<file path="src/rtl/vjtag_reg_pkg.sv">
// Shared constants and decode types for the vjtag_host register target.
// Register offsets are byte addresses on a 4-byte stride.
package vjtag_reg_pkg;

    localparam int unsigned REG_ID      = 32'h00;
    localparam int unsigned REG_CTRL    = 32'h04;
    localparam int unsigned REG_STATUS  = 32'h08;
    localparam int unsigned REG_SCRATCH = 32'h0C;
    localparam int unsigned REG_PEND    = 32'h10;
    localparam int unsigned REG_MASK    = 32'h14;
    localparam int unsigned REG_WR_CNT  = 32'h18;
    localparam int unsigned REG_ERR     = 32'h1C;

    localparam logic [31:0] UNMAPPED_DATA = 32'hDEADDEAD;
    localparam logic [31:0] DEFAULT_ID    = 32'h0000A5C3;

    typedef enum logic [3:0] {
        SEL_ID,
        SEL_CTRL,
        SEL_STATUS,
        SEL_SCRATCH,
        SEL_PEND,
        SEL_MASK,
        SEL_WR_CNT,
        SEL_ERR,
        SEL_NONE
    } reg_sel_e;

endpackage

</file>
<file path="src/rtl/vjtag_rd_pipe.sv">
// RD_LAT-deep read-response pipe: captured data walks one stage per cycle
// and the last stage drives rrvalid/rdata. Flush drops everything in flight.
module vjtag_rd_pipe #(
    parameter int unsigned DW     = 16,
    parameter int unsigned RD_LAT = 1
) (
    input  logic          clk,
    input  logic          rst_n,
    input  logic          flush,
    input  logic          in_valid,
    input  logic [DW-1:0] in_data,
    output logic          rrvalid,
    output logic [DW-1:0] rdata,
    output logic          done
);

    logic [RD_LAT-1:0] vld_q;
    logic [DW-1:0]     dat_q [RD_LAT];

    // Data stages only load behind a valid so the last stage holds its value.
    always_ff @(posedge clk or negedge rst_n) begin
        if (!rst_n) begin
            vld_q <= '0;
            for (int unsigned i = 0; i < RD_LAT; i++) begin
                dat_q[i] <= '0;
            end
        end else begin
            vld_q[0] <= in_valid & ~flush;
            if (in_valid && !flush) begin
                dat_q[0] <= in_data;
            end
            for (int unsigned i = 1; i < RD_LAT; i++) begin
                vld_q[i] <= vld_q[i-1] & ~flush;
                if (vld_q[i-1] && !flush) begin
                    dat_q[i] <= dat_q[i-1];
                end
            end
        end
    end

    assign rrvalid = vld_q[RD_LAT-1];
    assign rdata   = dat_q[RD_LAT-1];
    assign done    = vld_q[RD_LAT-1];

endmodule

</file>
<file path="src/rtl/vjtag_reg_target.sv">
// Register-bank responder for the vjtag_host bus: CTRL/SCRATCH storage,
// status sampling, sticky interrupt pending bits and access counters.
module vjtag_reg_target
    import vjtag_reg_pkg::*;
#(
    parameter int unsigned AW       = 16,
    parameter int unsigned DW       = 16,
    parameter int unsigned RD_LAT   = 1,
    parameter logic [31:0] ID_VALUE = DEFAULT_ID
) (
    input  logic          clk,
    input  logic          rst_n,
    input  logic          soft_rst_n,
    input  logic [AW-1:0] address,
    input  logic          wvalid,
    input  logic [DW-1:0] wdata,
    output logic          wready,
    input  logic          rvalid,
    output logic          rready,
    output logic          rrvalid,
    output logic [DW-1:0] rdata,
    output logic [DW-1:0] ctrl_out,
    input  logic [DW-1:0] status_in,
    input  logic [DW-1:0] event_in,
    output logic          irq
);

    logic [DW-1:0] ctrl_q, scratch_q, pend_q, mask_q, wr_cnt_q, err_cnt_q, status_q;
    logic          irq_q, busy_q, rd_done;
    reg_sel_e      sel;
    logic [DW-1:0] rd_val, pend_clr, err_next;
    logic [DW:0]   err_sum;
    logic [1:0]    err_inc;
    logic          wr_acc, rd_acc, unmapped;

    // Exact full-width compare: misaligned or out-of-map addresses fall to SEL_NONE.
    always_comb begin
        sel = SEL_NONE;
        case (address)
            AW'(REG_ID):      sel = SEL_ID;
            AW'(REG_CTRL):    sel = SEL_CTRL;
            AW'(REG_STATUS):  sel = SEL_STATUS;
            AW'(REG_SCRATCH): sel = SEL_SCRATCH;
            AW'(REG_PEND):    sel = SEL_PEND;
            AW'(REG_MASK):    sel = SEL_MASK;
            AW'(REG_WR_CNT):  sel = SEL_WR_CNT;
            AW'(REG_ERR):     sel = SEL_ERR;
            default:          sel = SEL_NONE;
        endcase
    end

    always_comb begin
        rd_val = DW'(UNMAPPED_DATA);
        case (sel)
            SEL_ID:      rd_val = DW'(ID_VALUE);
            SEL_CTRL:    rd_val = ctrl_q;
            SEL_STATUS:  rd_val = status_q;
            SEL_SCRATCH: rd_val = scratch_q;
            SEL_PEND:    rd_val = pend_q;
            SEL_MASK:    rd_val = mask_q;
            SEL_WR_CNT:  rd_val = wr_cnt_q;
            SEL_ERR:     rd_val = err_cnt_q;
            default:     rd_val = DW'(UNMAPPED_DATA);
        endcase
    end

    assign unmapped = (sel == SEL_NONE);
    assign wr_acc   = wvalid & soft_rst_n;
    assign rd_acc   = rvalid & ~busy_q & soft_rst_n;
    assign err_inc  = 2'(wr_acc & unmapped) + 2'(rd_acc & unmapped);
    assign err_sum  = {1'b0, err_cnt_q} + (DW+1)'(err_inc);
    assign err_next = err_sum[DW] ? '1 : err_sum[DW-1:0];
    assign pend_clr = (wr_acc && sel == SEL_PEND) ? wdata : '0;

    always_ff @(posedge clk or negedge rst_n) begin
        if (!rst_n) begin
            ctrl_q    <= '0;
            scratch_q <= '0;
            pend_q    <= '0;
            mask_q    <= '0;
            wr_cnt_q  <= '0;
            err_cnt_q <= '0;
            irq_q     <= 1'b0;
        end else if (!soft_rst_n) begin
            ctrl_q    <= '0;
            scratch_q <= '0;
            pend_q    <= '0;
            mask_q    <= '0;
            wr_cnt_q  <= '0;
            err_cnt_q <= '0;
            irq_q     <= 1'b0;
        end else begin
            if (wr_acc) begin
                case (sel)
                    SEL_CTRL:    ctrl_q    <= wdata;
                    SEL_SCRATCH: scratch_q <= wdata;
                    SEL_MASK:    mask_q    <= wdata;
                    default:     ;
                endcase
            end
            // New events win over a same-cycle W1C clear.
            pend_q    <= (pend_q & ~pend_clr) | event_in;
            wr_cnt_q  <= wr_cnt_q + DW'(wr_acc);
            err_cnt_q <= (wr_acc && sel == SEL_ERR) ? '0 : err_next;
            irq_q     <= |(pend_q & mask_q);
        end
    end

    always_ff @(posedge clk or negedge rst_n) begin
        if (!rst_n) begin
            status_q <= '0;
        end else begin
            status_q <= status_in;
        end
    end

    // Busy covers acceptance through the rrvalid cycle.
    always_ff @(posedge clk or negedge rst_n) begin
        if (!rst_n) begin
            busy_q <= 1'b0;
        end else if (!soft_rst_n) begin
            busy_q <= 1'b0;
        end else if (rd_acc) begin
            busy_q <= 1'b1;
        end else if (rd_done) begin
            busy_q <= 1'b0;
        end
    end

    vjtag_rd_pipe #(
        .DW     (DW),
        .RD_LAT (RD_LAT)
    ) u_rd_pipe (
        .clk      (clk),
        .rst_n    (rst_n),
        .flush    (~soft_rst_n),
        .in_valid (rd_acc),
        .in_data  (rd_val),
        .rrvalid  (rrvalid),
        .rdata    (rdata),
        .done     (rd_done)
    );

    assign wready   = 1'b1;
    assign rready   = ~busy_q;
    assign ctrl_out = ctrl_q;
    assign irq      = irq_q;

endmodule

</file>
<file path="config.mk">
export PLATFORM = sky130hd
export DESIGN_NAME = vjtag_reg_target
export DESIGN_NICKNAME = d
export VERILOG_FILES = /design/src/rtl/vjtag_reg_pkg.sv /design/src/rtl/vjtag_rd_pipe.sv /design/src/rtl/vjtag_reg_target.sv
export SDC_FILE = /design/constraint.sdc
export NUM_CORES = 1
export LEC_CHECK = 0
export ABC_AREA = 1
export CORE_UTILIZATION = 55
export DETAILED_ROUTE_END_ITERATION = 16
export PLACE_DENSITY = 0.86
export SLEW_MARGIN = 20
export SYNTH_ARGS = -nofsm -noshare
export SYNTH_HDL_FRONTEND = slang
export SYNTH_SLANG_ARGS = --single-unit
</file>
<file path="constraint.sdc">
create_clock -name clk -period 4.5 [get_ports clk]
set_input_delay 0.45 -clock clk [delete_from_list [all_inputs] [get_ports clk]]
set_output_delay 0.45 -clock clk [all_outputs]
set_load 0.05 [all_outputs]
</file>
Yosys cells after proc, flatten, opt, wreduce, memory -nomap -nowiden
Memory sizes are Yosys's and may differ from the RTL's.
Cells that the tools add are included.

operators by class
  bitwise logic cells = 11
  $add $sub $neg = 3
  reduce and logical (&&, ||, !) cells = 9
  equal/unequal tests = 13
  multiplexer cells = 21

operators by type and width
  kind                                                 count
  two-way mux 16 bit                                   15
  one-hot mux 16 bit (8 select lines)                  1
  AND 16 bit                                           2
  adder 16 x 2 -> 17 bit                               1
  adder 16 x 1 -> 16 bit                               1
  equality test 4 x 3 -> 1 bit, second input constant  4
  NOT 16 bit                                           1
  OR 16 bit                                            1
  OR reduction 16 bit                                  1
  zero test 11 bit                                     1
  equality test 4 x 2 -> 1 bit, second input constant  2
  != test 2 x 1 -> 1 bit, second input constant        4
  AND 1 bit                                            6
  AND reduction 2 bit                                  3
  equality test 4 x 1 -> 1 bit, second input constant  1
  equality test 4 bit, second input constant           1
  zero test 4 bit                                      1
  two-way mux 1 bit                                    4
  two-way mux 4 bit                                    1
  logical AND 1 bit                                    3
  != test 3 x 1 -> 1 bit, second input constant        1
  adder 1 x 1 -> 2 bit                                 1
  NOT 1 bit                                            1

storage, ports and cells
  memory bits (read-only) = 128
  register bits = 131
  logic and storage cells = 69
  memories kept = 1

memory list
  name              words  bits a word  read ports  clocked after memory_dff  wr ports  line                    RTL
  (name not given)  32     4            1           0                         0         vjtag_reg_target.sv:39  case (address)

Longest topological paths before layout
Gate-level depths: netlist of the first run.

  depth in word-level cells = 9
  mapped depth = 17
  depth with buffers taken out = 16

Modules after synthesis
A second synthesis of the first run with hierarchy kept.

unflattened totals
  cell total of the unflattened synthesis = 859
  area total of the unflattened synthesis = 6779.0 um^2

by module, submodules not included
  module            instances  seq. area each (um^2)  cells an instance  area an instance (um^2)
  vjtag_reg_target  1          2852.7                 786                6072.1
  vjtag_rd_pipe     1          425.4                  73                 706.9

Worst setup path before layout of the first run
Ideal clock, no wire load.

  path type = flip-flop to flip-flop
  start point = register busy_q
  end point = register err_cnt_q[0]
  slack = 1.325 ns
  stages on the path, launching flop included = 18
  required time = 4.423 ns
  library setup time = 0.077 ns
  arrival = 3.098 ns
  path buffers = 2
  path through = dfrtp_1 > inv_1 > nand3_1 > clkinv_1 > clkbuf_1 > nand2_1 > fa_1 > inv_1 > ha_1 > nand3_1 > nor2_1 > nand2_1 > nor2_2 > nand3_1 > nor2_2 > inv_1 > buf_6 > a21oi_1

between the ends
  word-level cells in the longest chain between the ends = 9

RTL lines
  element                 line                     RTL
  start, declared         vjtag_reg_target.sv:29   logic irq_q, busy_q, rd_done;
  start signal, assigned  vjtag_reg_target.sv:120  busy_q <= 1'b0;
  start signal, assigned  vjtag_reg_target.sv:122  busy_q <= 1'b0;
  start signal, assigned  vjtag_reg_target.sv:124  busy_q <= 1'b1;
  NOT 1 bit               --
  via rready              vjtag_reg_target.sv:19   output logic rready,
  AND 1 bit (2 in a row)  vjtag_reg_target.sv:69   assign rd_acc = rvalid & ~busy_q & soft_rst_n;
  AND 1 bit               vjtag_reg_target.sv:70   assign err_inc = 2'(wr_acc & unmapped) + 2'(rd_acc & unmapped);
  adder 1 x 1 -> 2 bit    vjtag_reg_target.sv:70
  adder 16 x 2 -> 17 bit  vjtag_reg_target.sv:71   assign err_sum = {1'b0, err_cnt_q} + (DW+1)'(err_inc);
  two-way mux 16 bit      vjtag_reg_target.sv:72   assign err_next = err_sum[DW] ? '1 : err_sum[DW-1:0];
  two-way mux 16 bit      vjtag_reg_target.sv:104  err_cnt_q <= (wr_acc && sel == SEL_ERR) ? '0 : err_next;
  two-way mux 16 bit      vjtag_reg_target.sv:84   end else if (!soft_rst_n) begin
  end signal, assigned    vjtag_reg_target.sv:104
  end, declared           vjtag_reg_target.sv:28   logic [DW-1:0] ctrl_q, scratch_q, pend_q, mask_q, wr_cnt_q, err_cnt_q, status_q;

The timed path passes the listed nets, and every way through them passes these cells.
A chain may end at the register's enable or synchronous reset.

Worst setup path after layout of the first run
  start point = input port soft_rst_n
  end point = register err_cnt_q[11]

between the ends
  word-level cells in the longest chain between the ends = 7
  elaborated cells between the ends (all ways) = 10
  classes of those cells = add/sub: 2; mux: 3; bitwise: 4; reduce/logical: 1

RTL lines
  element                              line                                            RTL
  start, declared                      vjtag_reg_target.sv:13                          input logic soft_rst_n,
  AND 1 bit, on equally long branches  vjtag_reg_target.sv:68, vjtag_reg_target.sv:69
  AND 1 bit                            vjtag_reg_target.sv:70
  adder 1 x 1 -> 2 bit                 vjtag_reg_target.sv:70
  adder 16 x 2 -> 17 bit               vjtag_reg_target.sv:71
  two-way mux 16 bit                   vjtag_reg_target.sv:72
  two-way mux 16 bit                   vjtag_reg_target.sv:104
  two-way mux 16 bit (*)               vjtag_reg_target.sv:84

Every way passes the cells marked *; elsewhere a longest branch is shown, timed or not.

==> run_results.csv, run 1 <==
group,metric,value,unit
clock_tree,worst_skew_pair.late_latency,440,ps
place,dp_slack,942.4,ps
route,detailroute.via_count,6393,
power_and_ir_drop,power_density,352.7,nW/um^2
worst_setup_path,critical_path.startpoint,"soft_rst_n",
floorplan,starting_density_of_the_core,56.27,%
place,dp_hpwl,12.95,mm
place,gpl.final_weighted_congestion,0.8881,
place,port_buffers,103,
timing,worstMarginPinSlew,1134,ps
worst_setup_path,critical_path.reg2reg.startpoint,"busy_q",
synth,syn_inst,807,
grt,grt-ovfl-total,0,
grt,grt.total_usage,32.50,%
clock_tree,cts_resized,0,
route,detailedRoute.firstPassIterationCount,6,
final_layout,fin_cells,1052,
clock_tree,cts_hold_buffers,0,
final_layout,insertedDiodeCount,0,
power_and_ir_drop,ir_drop,0.0003192,V
synth,synth-warning-count,0,
timing,min_period_over_period,69.71,%
worst_setup_path,cp_cell_sequence,"clkdlybuf4s50_1 -> buf_4 -> nand2_1 -> inv_1 -> nand2_1 -> fa_1 -> inv_1 -> ha_1 -> nand3_1 -> nor2_1 -> nand2_1 -> nor2_2 -> nand3_1 -> nor2_2 -> inv_1 -> a21oi_1",
floorplan,dieArea,12740,sq um
flow_run,max-cap-violations,0,
timing,setup_violations,0,
clock_tree,cts_setup_buffers,0,
route,ant_nets,0,
worst_setup_path,worst_path_top_cell_family_by_delay,"buffers and inverters",
power_and_ir_drop,power.leakage,3.664,nW
synth,synth-seq-cells,131,
timing,timing.final.max_slew_violations,0,
worst_setup_path,worstReg2RegEnd,"err_cnt_q[11]",
worst_setup_path,ff2ff_path_depth,15,
synth,synth_area_per_cell,8.375,sq um
run_status,status,"finished, final reports clean",
route,route.final.wire_length,19.57,mm
route,drt_iter0_markers,729,
place,placed_cells,1020,
hold_path,hold_path.class,"primary input to asynchronous set/reset pin",
clock_tree,cts_root_buffer,"sky130_fd_sc_hd__clkbuf_16",
clock_tree,clock_sinks,131,
synth,synth-edff-count,0,
grt,wire_length_of_the_first_global_routing_pass,31.20,mm
floorplan,chipHeight,112.9,um
worst_setup_path,cp_slowest_cell,"sky130_fd_sc_hd__clkdlybuf4s50_1",
synth,synth_area,6759,sq um
route,route.detailed.vias_per_inst,6.077,
worst_setup_path,cp_num_cells,16,
timing,finalClockSkew,8.037,ps
final_layout,area_growth_syn_to_layout,23.03,%
final_layout,fraction_of_layout_instances_using_a_drive_strength_above_1,9.834,%
worst_setup_path,path_class,"primary input to flop",
worst_setup_path,rrSetupSlack,1450,ps
clock_tree,htreeDepth,4,
grt,antenna_found_initial,0,
floorplan,coreArea,12010,sq um
timing,worst_slack,1363,ps
clock_tree,total_cts_buffers,17,
final_layout,design.final.nets,965,
clock_tree,cts_buffer_depth,2,
worst_setup_path,crit_path_end_kind,"flop",
floorplan,standard_cell_rows,40,
timing,grt_setup_unrepaired,"false",
grt,largest_net_degree_at_the_start_of_global_routing,80,
clock_tree,cts_tree,"done",
worst_setup_path,cp_data_required_time,4850,ps
route,detail_route.drc_violations,0,
synth,ys.flop_type,"sky130_fd_sc_hd__dfrtp_1",
grt,vias_in_the_first_global_route,6131,
worst_setup_path,critical-path-max-stage-delay,480,ps
clock_tree,clk_transition_reported_paths,50,ps
synth,proportion_of_synthesized_flip_flops_having_asynchronous_set_or_reset,100.0,%
worst_setup_path,cp-start-kind,"primary input",
timing,post_layout_minimum_cycle_time,3137,ps
worst_setup_path,path_max_fanout,27,
worst_setup_path,cp.arrival,3490,ps
final_layout,final_cell_mix,"sky130_fd_sc_hd__nand2_1 (179), sky130_fd_sc_hd__dfrtp_1 (131), sky130_fd_sc_hd__clkdlybuf4s50_1 (102)",
route,wl_per_cell,18.60,um
timing,max_slew_margin,24.11,%
floorplan,floorplan.io_pins,105,
worst_setup_path,cp.buffers_inverters,5,
final_layout,mostFrequentLayoutCell,"sky130_fd_sc_hd__nand2_1",
timing,setup_total_negative_slack,0,ps
synth,synth.yosys.seq_area_share,48.50,%
final_layout,nFillCells,910,
synth,synth_cell_type_count,40,
worst_setup_path,worst_setup_ep,"err_cnt_q[11]",
timing,finalHoldViolCount,0,
floorplan,die_width,112.9,um
synth,syn-num-nets,880,
timing,fmax,318.8,MHz
## how the worst min path moves through the flow
stage | cells after the start | slack (ps) | from | to
4_1_cts | 1 | 220 | rst_n | err_cnt_q[7]
2_1_floorplan | 0 | 150 | rst_n | busy_q
6_report | 1 | 60 | rst_n | err_cnt_q[7]
3_3_place_gp | 1 | 450 | u_rd_pipe.done | busy_q
5_1_grt | 1 | 120 | rst_n | err_cnt_q[9]
3_5_place_dp | 1 | 460 | u_rd_pipe.done | busy_q
## metrics by stage
| step | hold slack, ps | power [W] | utilization [%] | area (sq um) |
|---|---|---|---|---|
| floorplan | 154.4 | 0.001459 | - | 6759 |
| global placement | 453.2 | 0.001609 | 64.47 | 7744 |
| detailed placement | 456.7 | 0.001615 | 64.47 | 7744 |
| CTS | 223.0 | 0.002936 | 69.20 | 8312 |
| global route | 124.6 | 0.003018 | 69.23 | 8315 |
| finish | 62.47 | 0.002933 | 69.23 | 8315 |
## flip-flops by register name (all words and copies together) (netlist names)
register	flops
status_q	16
busy_q	1
err_cnt_q	16
u_rd_pipe.rdata	16
pend_q	16
mask_q	16
irq	1
u_rd_pipe.done	1
wr_cnt_q	16
scratch_q	16
ctrl_out	16
## synth_stat cells, types with 2 or more instances
cell type,instances,area (sq um)
sky130_fd_sc_hd__a21oi_1,43,215.2
sky130_fd_sc_hd__a221oi_1,4,35.03
sky130_fd_sc_hd__buf_1,9,33.78
sky130_fd_sc_hd__buf_2,9,45.04
sky130_fd_sc_hd__buf_4,9,67.56
sky130_fd_sc_hd__buf_6,10,112.6
sky130_fd_sc_hd__clkbuf_1,9,33.78
sky130_fd_sc_hd__dfrtp_1,131,3278
sky130_fd_sc_hd__ha_1,3,37.54
sky130_fd_sc_hd__inv_1,50,187.7
sky130_fd_sc_hd__inv_2,2,7.510
sky130_fd_sc_hd__nand2_1,179,671.9
sky130_fd_sc_hd__nand2_2,11,68.82
sky130_fd_sc_hd__nand2_4,2,22.52
sky130_fd_sc_hd__nand3_1,32,160.2
sky130_fd_sc_hd__nand3_4,2,35.03
sky130_fd_sc_hd__nand4_1,78,488.0
sky130_fd_sc_hd__nor2_1,103,386.6
sky130_fd_sc_hd__nor2_2,5,31.28
sky130_fd_sc_hd__nor2_4,2,22.52
sky130_fd_sc_hd__nor2_8,4,80.08
sky130_fd_sc_hd__nor3_1,7,35.03
sky130_fd_sc_hd__nor4_1,3,18.77
sky130_fd_sc_hd__o21ai_0,18,90.09
sky130_fd_sc_hd__o21ai_1,34,170.2
sky130_fd_sc_hd__o21ai_2,16,140.1
sky130_fd_sc_hd__xnor2_1,9,78.83
sky130_fd_sc_hd__xor2_1,11,96.34
## area by class of cell
| class | count | area [sq um] | area share [%] |
|---|---|---|---|
| Clock buffer | 24 | 491.7 | 5.913 |
| Multi-Input combinational cell | 575 | 2974 | 35.77 |
| Clock inverter | 8 | 76.32 | 0.9178 |
| Inverter | 54 | 203.9 | 2.453 |
| Timing Repair Buffer | 113 | 1107 | 13.32 |
| Tap cell | 147 | 183.9 | 2.212 |
| Sequential cell | 131 | 3278 | 39.42 |
## power by group
group	switching, W	total (W)	internal [W]
logic	0.000202	0.000320	0.000118
registers	0.0000473	0.00128	0.00124
clock network	0.000516	0.00133	0.000814
total	0.000765	0.00293	0.00217
## cells by family (layout without fill, tap and decap cells)
| logic type | after synthesis | after routing | synth area share (%) |
|---|---|---|---|
| adder cells (fa/ha/maj) | 4 | 4 | 0.8516 |
| flip-flops | 131 | 131 | 48.50 |
| AND/OR/NAND/NOR | 431 | 431 | 30.25 |
| AO/OA/AOI/OAI | 119 | 119 | 10.18 |
| XOR/XNOR | 20 | 20 | 2.592 |
| buffers and inverters | 101 | 199 | 7.571 |
| other | 1 | 1 | 0.05548 |
## metal layers
metal / global-route usage [%] / vias to the layer above / routed length (um)
met5: 0 / - / 0
met3: 8.516 / 69 / 2017
met2: 51.69 / 444 / 9158
met1: 41.05 / 3008 / 7508
li1: - / 2872 / -
met4: 17.19 / 0 / 882
Power figures use the tool's default switching activity.
==> run 2: changes to the inputs <==
--- a/config.mk
+++ b/config.mk
@@ -6,9 +6,9 @@
 export NUM_CORES = 1
 export LEC_CHECK = 0
 export ABC_AREA = 1
-export CORE_UTILIZATION = 55
+export CORE_UTILIZATION = 49
 export DETAILED_ROUTE_END_ITERATION = 16
-export PLACE_DENSITY = 0.86
+export PLACE_DENSITY = 0.82
 export SLEW_MARGIN = 20
 export SYNTH_ARGS = -nofsm -noshare
 export SYNTH_HDL_FRONTEND = slang
==> constraint.sdc (replaced) <==
create_clock -name clk -period 2.6 [get_ports clk]
set_input_delay 0.26 -clock clk [delete_from_list [all_inputs] [get_ports clk]]
set_output_delay 0.26 -clock clk [all_outputs]
set_load 0.05 [all_outputs]
==> run 2 against run 1 <==
Worst setup slack got worse by 1100 ps; first-iteration DRC count decreased by 1.4%; cell count increased by 5.5%; total power increased by 80%; non-clock buffer count increased by 29; hold slack improved by 210 ps; die area increased by 12%; core utilization decreased by 4.1 points; wire length decreased by 1.3%; combinational power increased by 79%.
==> run_results.csv, run 2 (same netlist as run 1, synthesis figures left out) <==
group,metric,value,unit
run_status,status,"finished, final reports clean",
worst_setup_path,cp_slowest_cell,"sky130_fd_sc_hd__clkdlybuf4s50_1",
timing,worstMarginPinSlew,703.6,ps
final_layout,insertedDiodeCount,0,
clock_tree,worst_skew_pair.late_latency,420,ps
place,dp_hpwl,13.20,mm
clock_tree,clk_transition_reported_paths,60,ps
power_and_ir_drop,ir_drop,0.0004357,V
grt,grt-ovfl-total,0,
route,route.final.wire_length,19.30,mm
worst_setup_path,cp.arrival,2680,ps
floorplan,dieArea,14270,sq um
clock_tree,cts_buffer_depth,2,
place,placed_area,8041,sq um
final_layout,design.final.nets,994,
power_and_ir_drop,p_sw_share,25.23,%
route,detailroute.via_count,6316,
worst_setup_path,cp-start-kind,"primary input",
power_and_ir_drop,pwr-share-comb,10.9,%
worst_setup_path,cp.buffers_inverters,4,
final_layout,fin_util,65.09,%
power_and_ir_drop,power_density,607.4,nW/um^2
final_layout,fraction_of_layout_instances_using_a_drive_strength_above_1,13.81,%
timing,max_slew_margin,52.98,%
worst_setup_path,path_max_fanout,3,
clock_tree,total_cts_buffers,17,
hold_path,hold_path.class,"primary input to flop",
final_layout,area_growth_syn_to_layout,28.54,%
clock_tree,clock_sinks,131,
final_layout,final_cell_mix,"sky130_fd_sc_hd__nand2_1 (178), sky130_fd_sc_hd__dfrtp_1 (131), sky130_fd_sc_hd__clkdlybuf4s50_1 (102)",
timing,finalHoldViolCount,0,
route,dr_wl_met3,1.887,mm
power_and_ir_drop,seqPwrFrac,42.0,%
floorplan,starting_density_of_the_core,50.64,%
timing,setup_violations,0,
timing,fmax,419.1,MHz
route,detailedRoute.firstPassIterationCount,5,
flow_run,max-cap-violations,0,
place,placed_cells,1077,
worst_setup_path,worst_path_top_cell_family_by_delay,"buffers and inverters",
timing,post_layout_minimum_cycle_time,2386,ps
power_and_ir_drop,fin_total_pwr,0.005278,W
route,detail_route.drc_violations,0,
route,ant_nets,0,
worst_setup_path,crit_path_end_kind,"flop",
route,routedLengthMet1,7.648,mm
floorplan,coreArea,13350,sq um
place,port_buffers,103,
final_layout,fin_cells,1110,
power_and_ir_drop,netSwitchingPower,0.001332,W
worst_setup_path,critical-path-max-stage-delay,580,ps
grt,vias_in_the_first_global_route,5947,
floorplan,standard_cell_rows,42,
route,dr.max_layer_used,"met4",
route,drt_iter0_markers,719,
timing,finalClockSkew,7.720,ps
grt,grt.total_usage,28.49,%
place,gpl.final_weighted_congestion,0.9518,
timing,grt_setup_unrepaired,"false",
clock_tree,cts_root_buffer,"sky130_fd_sc_hd__clkbuf_16",
worst_setup_path,path_class,"primary input to flop",
floorplan,die_width,119.4,um
floorplan,floorplan.io_pins,105,
clock_tree,htreeDepth,4,
power_and_ir_drop,power.leakage,3.842,nW
worst_setup_path,cp_cell_sequence,"clkdlybuf4s50_1 -> nand2_1 -> inv_1 -> nand2_1 -> fa_2 -> inv_1 -> ha_2 -> nand3_2 -> nor2_1 -> nand2_1 -> nor2_2 -> nand3_2 -> buf_4 -> xor2_1 -> nor2_1 -> nor2_1",
route,met2_wirelength,9.112,mm
timing,min_period_over_period,91.77,%
route,wl_per_cell,17.39,um
timing,timing.final.max_slew_violations,0,
timing,hold_slack,275.4,ps
final_layout,nFillCells,1081,
final_layout,final_cell_area,8688,sq um
grt,largest_net_degree_at_the_start_of_global_routing,66,
clock_tree,cts_tree,"done",
floorplan,chipHeight,119.4,um
grt,wire_length_of_the_first_global_routing_pass,31.00,mm
final_layout,mostFrequentLayoutCell,"sky130_fd_sc_hd__nand2_1",
worst_setup_path,cp_data_required_time,2890,ps
power_and_ir_drop,clock_share_of_power,47.1,%
power_and_ir_drop,power.internal,0.003946,W
route,route.detailed.vias_per_inst,5.690,
grt,antenna_found_initial,0,
==> run 2: cell types whose count changed in the layout (fill, tap and decap cells not counted), sizes merged <==
cell / before / now
buf: 11 / 39
bufinv: 1 / 3
clkbuf: 24 / 21
clkinv: 6 / 8
clkinvlp: 3 / 2
dlygate4sd3: 0 / 1
==> run 2: final timing paths <==
kind | startpoint | endpoint | slack (ps) | cells after the start
worst max register to register | busy_q | err_cnt_q[12] | 260 | 16
min in group asynchronous | rst_n | err_cnt_q[7] | 330 | 2
worst max-delay path | soft_rst_n | err_cnt_q[12] | 210 | 16
worst min-delay path | status_in[12] | status_q[12] | 280 | 1
max in group asynchronous | rst_n | pend_q[12] | 1450 | 3
worst min register to register | u_rd_pipe.done | busy_q | 470 | 1
==> run 2: power groups by stage <==
| stage | registers (W) | logic, W | clock network [W] |
|---|---|---|---|
| detailed placement | 0.00225 | 0.000567 | 0 |
| global route | 0.00223 | 0.000619 | 0.00261 |
| CTS | 0.00222 | 0.000574 | 0.00251 |
| global placement | 0.00225 | 0.000558 | 0 |
| floorplan | 0.00230 | 0.000229 | 0 |
| finish | 0.00222 | 0.000574 | 0.00248 |
==> run 2: area by class of cell <==
| class | count | area [sq um] | area share [%] |
|---|---|---|---|
| sequential | 131 | 3278 | 37.73 |
| timing repair buffer | 142 | 1336 | 15.38 |
| clock buffer | 21 | 470.5 | 5.415 |
| tap | 176 | 220.2 | 2.535 |
| multi-input combinational | 575 | 3019 | 34.75 |
| inverter | 54 | 212.7 | 2.448 |
| clock inverter | 11 | 151.4 | 1.743 |
==> run 2: what timing repair did <==
item,in CTS,in global routing
endpoints found under the hold margin,31,0
setup buffers,0,0
hold buffers,1,0
setup endpoints to repair,0,9
resized for setup,0,2
==> run 2: worst reg2reg max path: stages (launching register included) <==
cell	delay (ps)
sky130_fd_sc_hd__dfrtp_1	390
sky130_fd_sc_hd__clkinvlp_4	100
sky130_fd_sc_hd__nand3_4	90
sky130_fd_sc_hd__clkinv_4	60
sky130_fd_sc_hd__nand2_2	50
sky130_fd_sc_hd__fa_2	340
sky130_fd_sc_hd__inv_1	70
sky130_fd_sc_hd__ha_2	180
sky130_fd_sc_hd__nand3_2	90
sky130_fd_sc_hd__nor2_1	100
sky130_fd_sc_hd__nand2_1	80
sky130_fd_sc_hd__nor2_2	170
sky130_fd_sc_hd__nand3_2	90
sky130_fd_sc_hd__buf_4	140
sky130_fd_sc_hd__xor2_1	130
sky130_fd_sc_hd__nor2_1	90
sky130_fd_sc_hd__nor2_1	50
==> run 2: through the flow <==
step	setup TNS [ps]	worst slack, ps
after floorplan	-365.5	-47.38
after CTS	0	152.9
after global placement	-3857	-176.7
after detailed placement	-6285	-262.0
after global routing	0	28.70
final	0	213.9
==> run 2: routing by layer <==
layer  global-route usage (%)  up-vias
met5                        0        -
met4                    12.34        0
met3                    6.992       48
met2                    43.71      363
met1                    38.36     2962
li1                         -     2943
==> run 3: changes to the inputs <==
--- a/config.mk
+++ b/config.mk
@@ -7,6 +7,7 @@
 export LEC_CHECK = 0
 export ABC_AREA = 1
 export CORE_UTILIZATION = 49
+export CTS_CLUSTER_SIZE = 28
 export DETAILED_ROUTE_END_ITERATION = 16
 export PLACE_DENSITY = 0.82
 export SLEW_MARGIN = 20
==> results of run 3 <==
No change in the layout: final DEF, timing and power equal those of run 2.
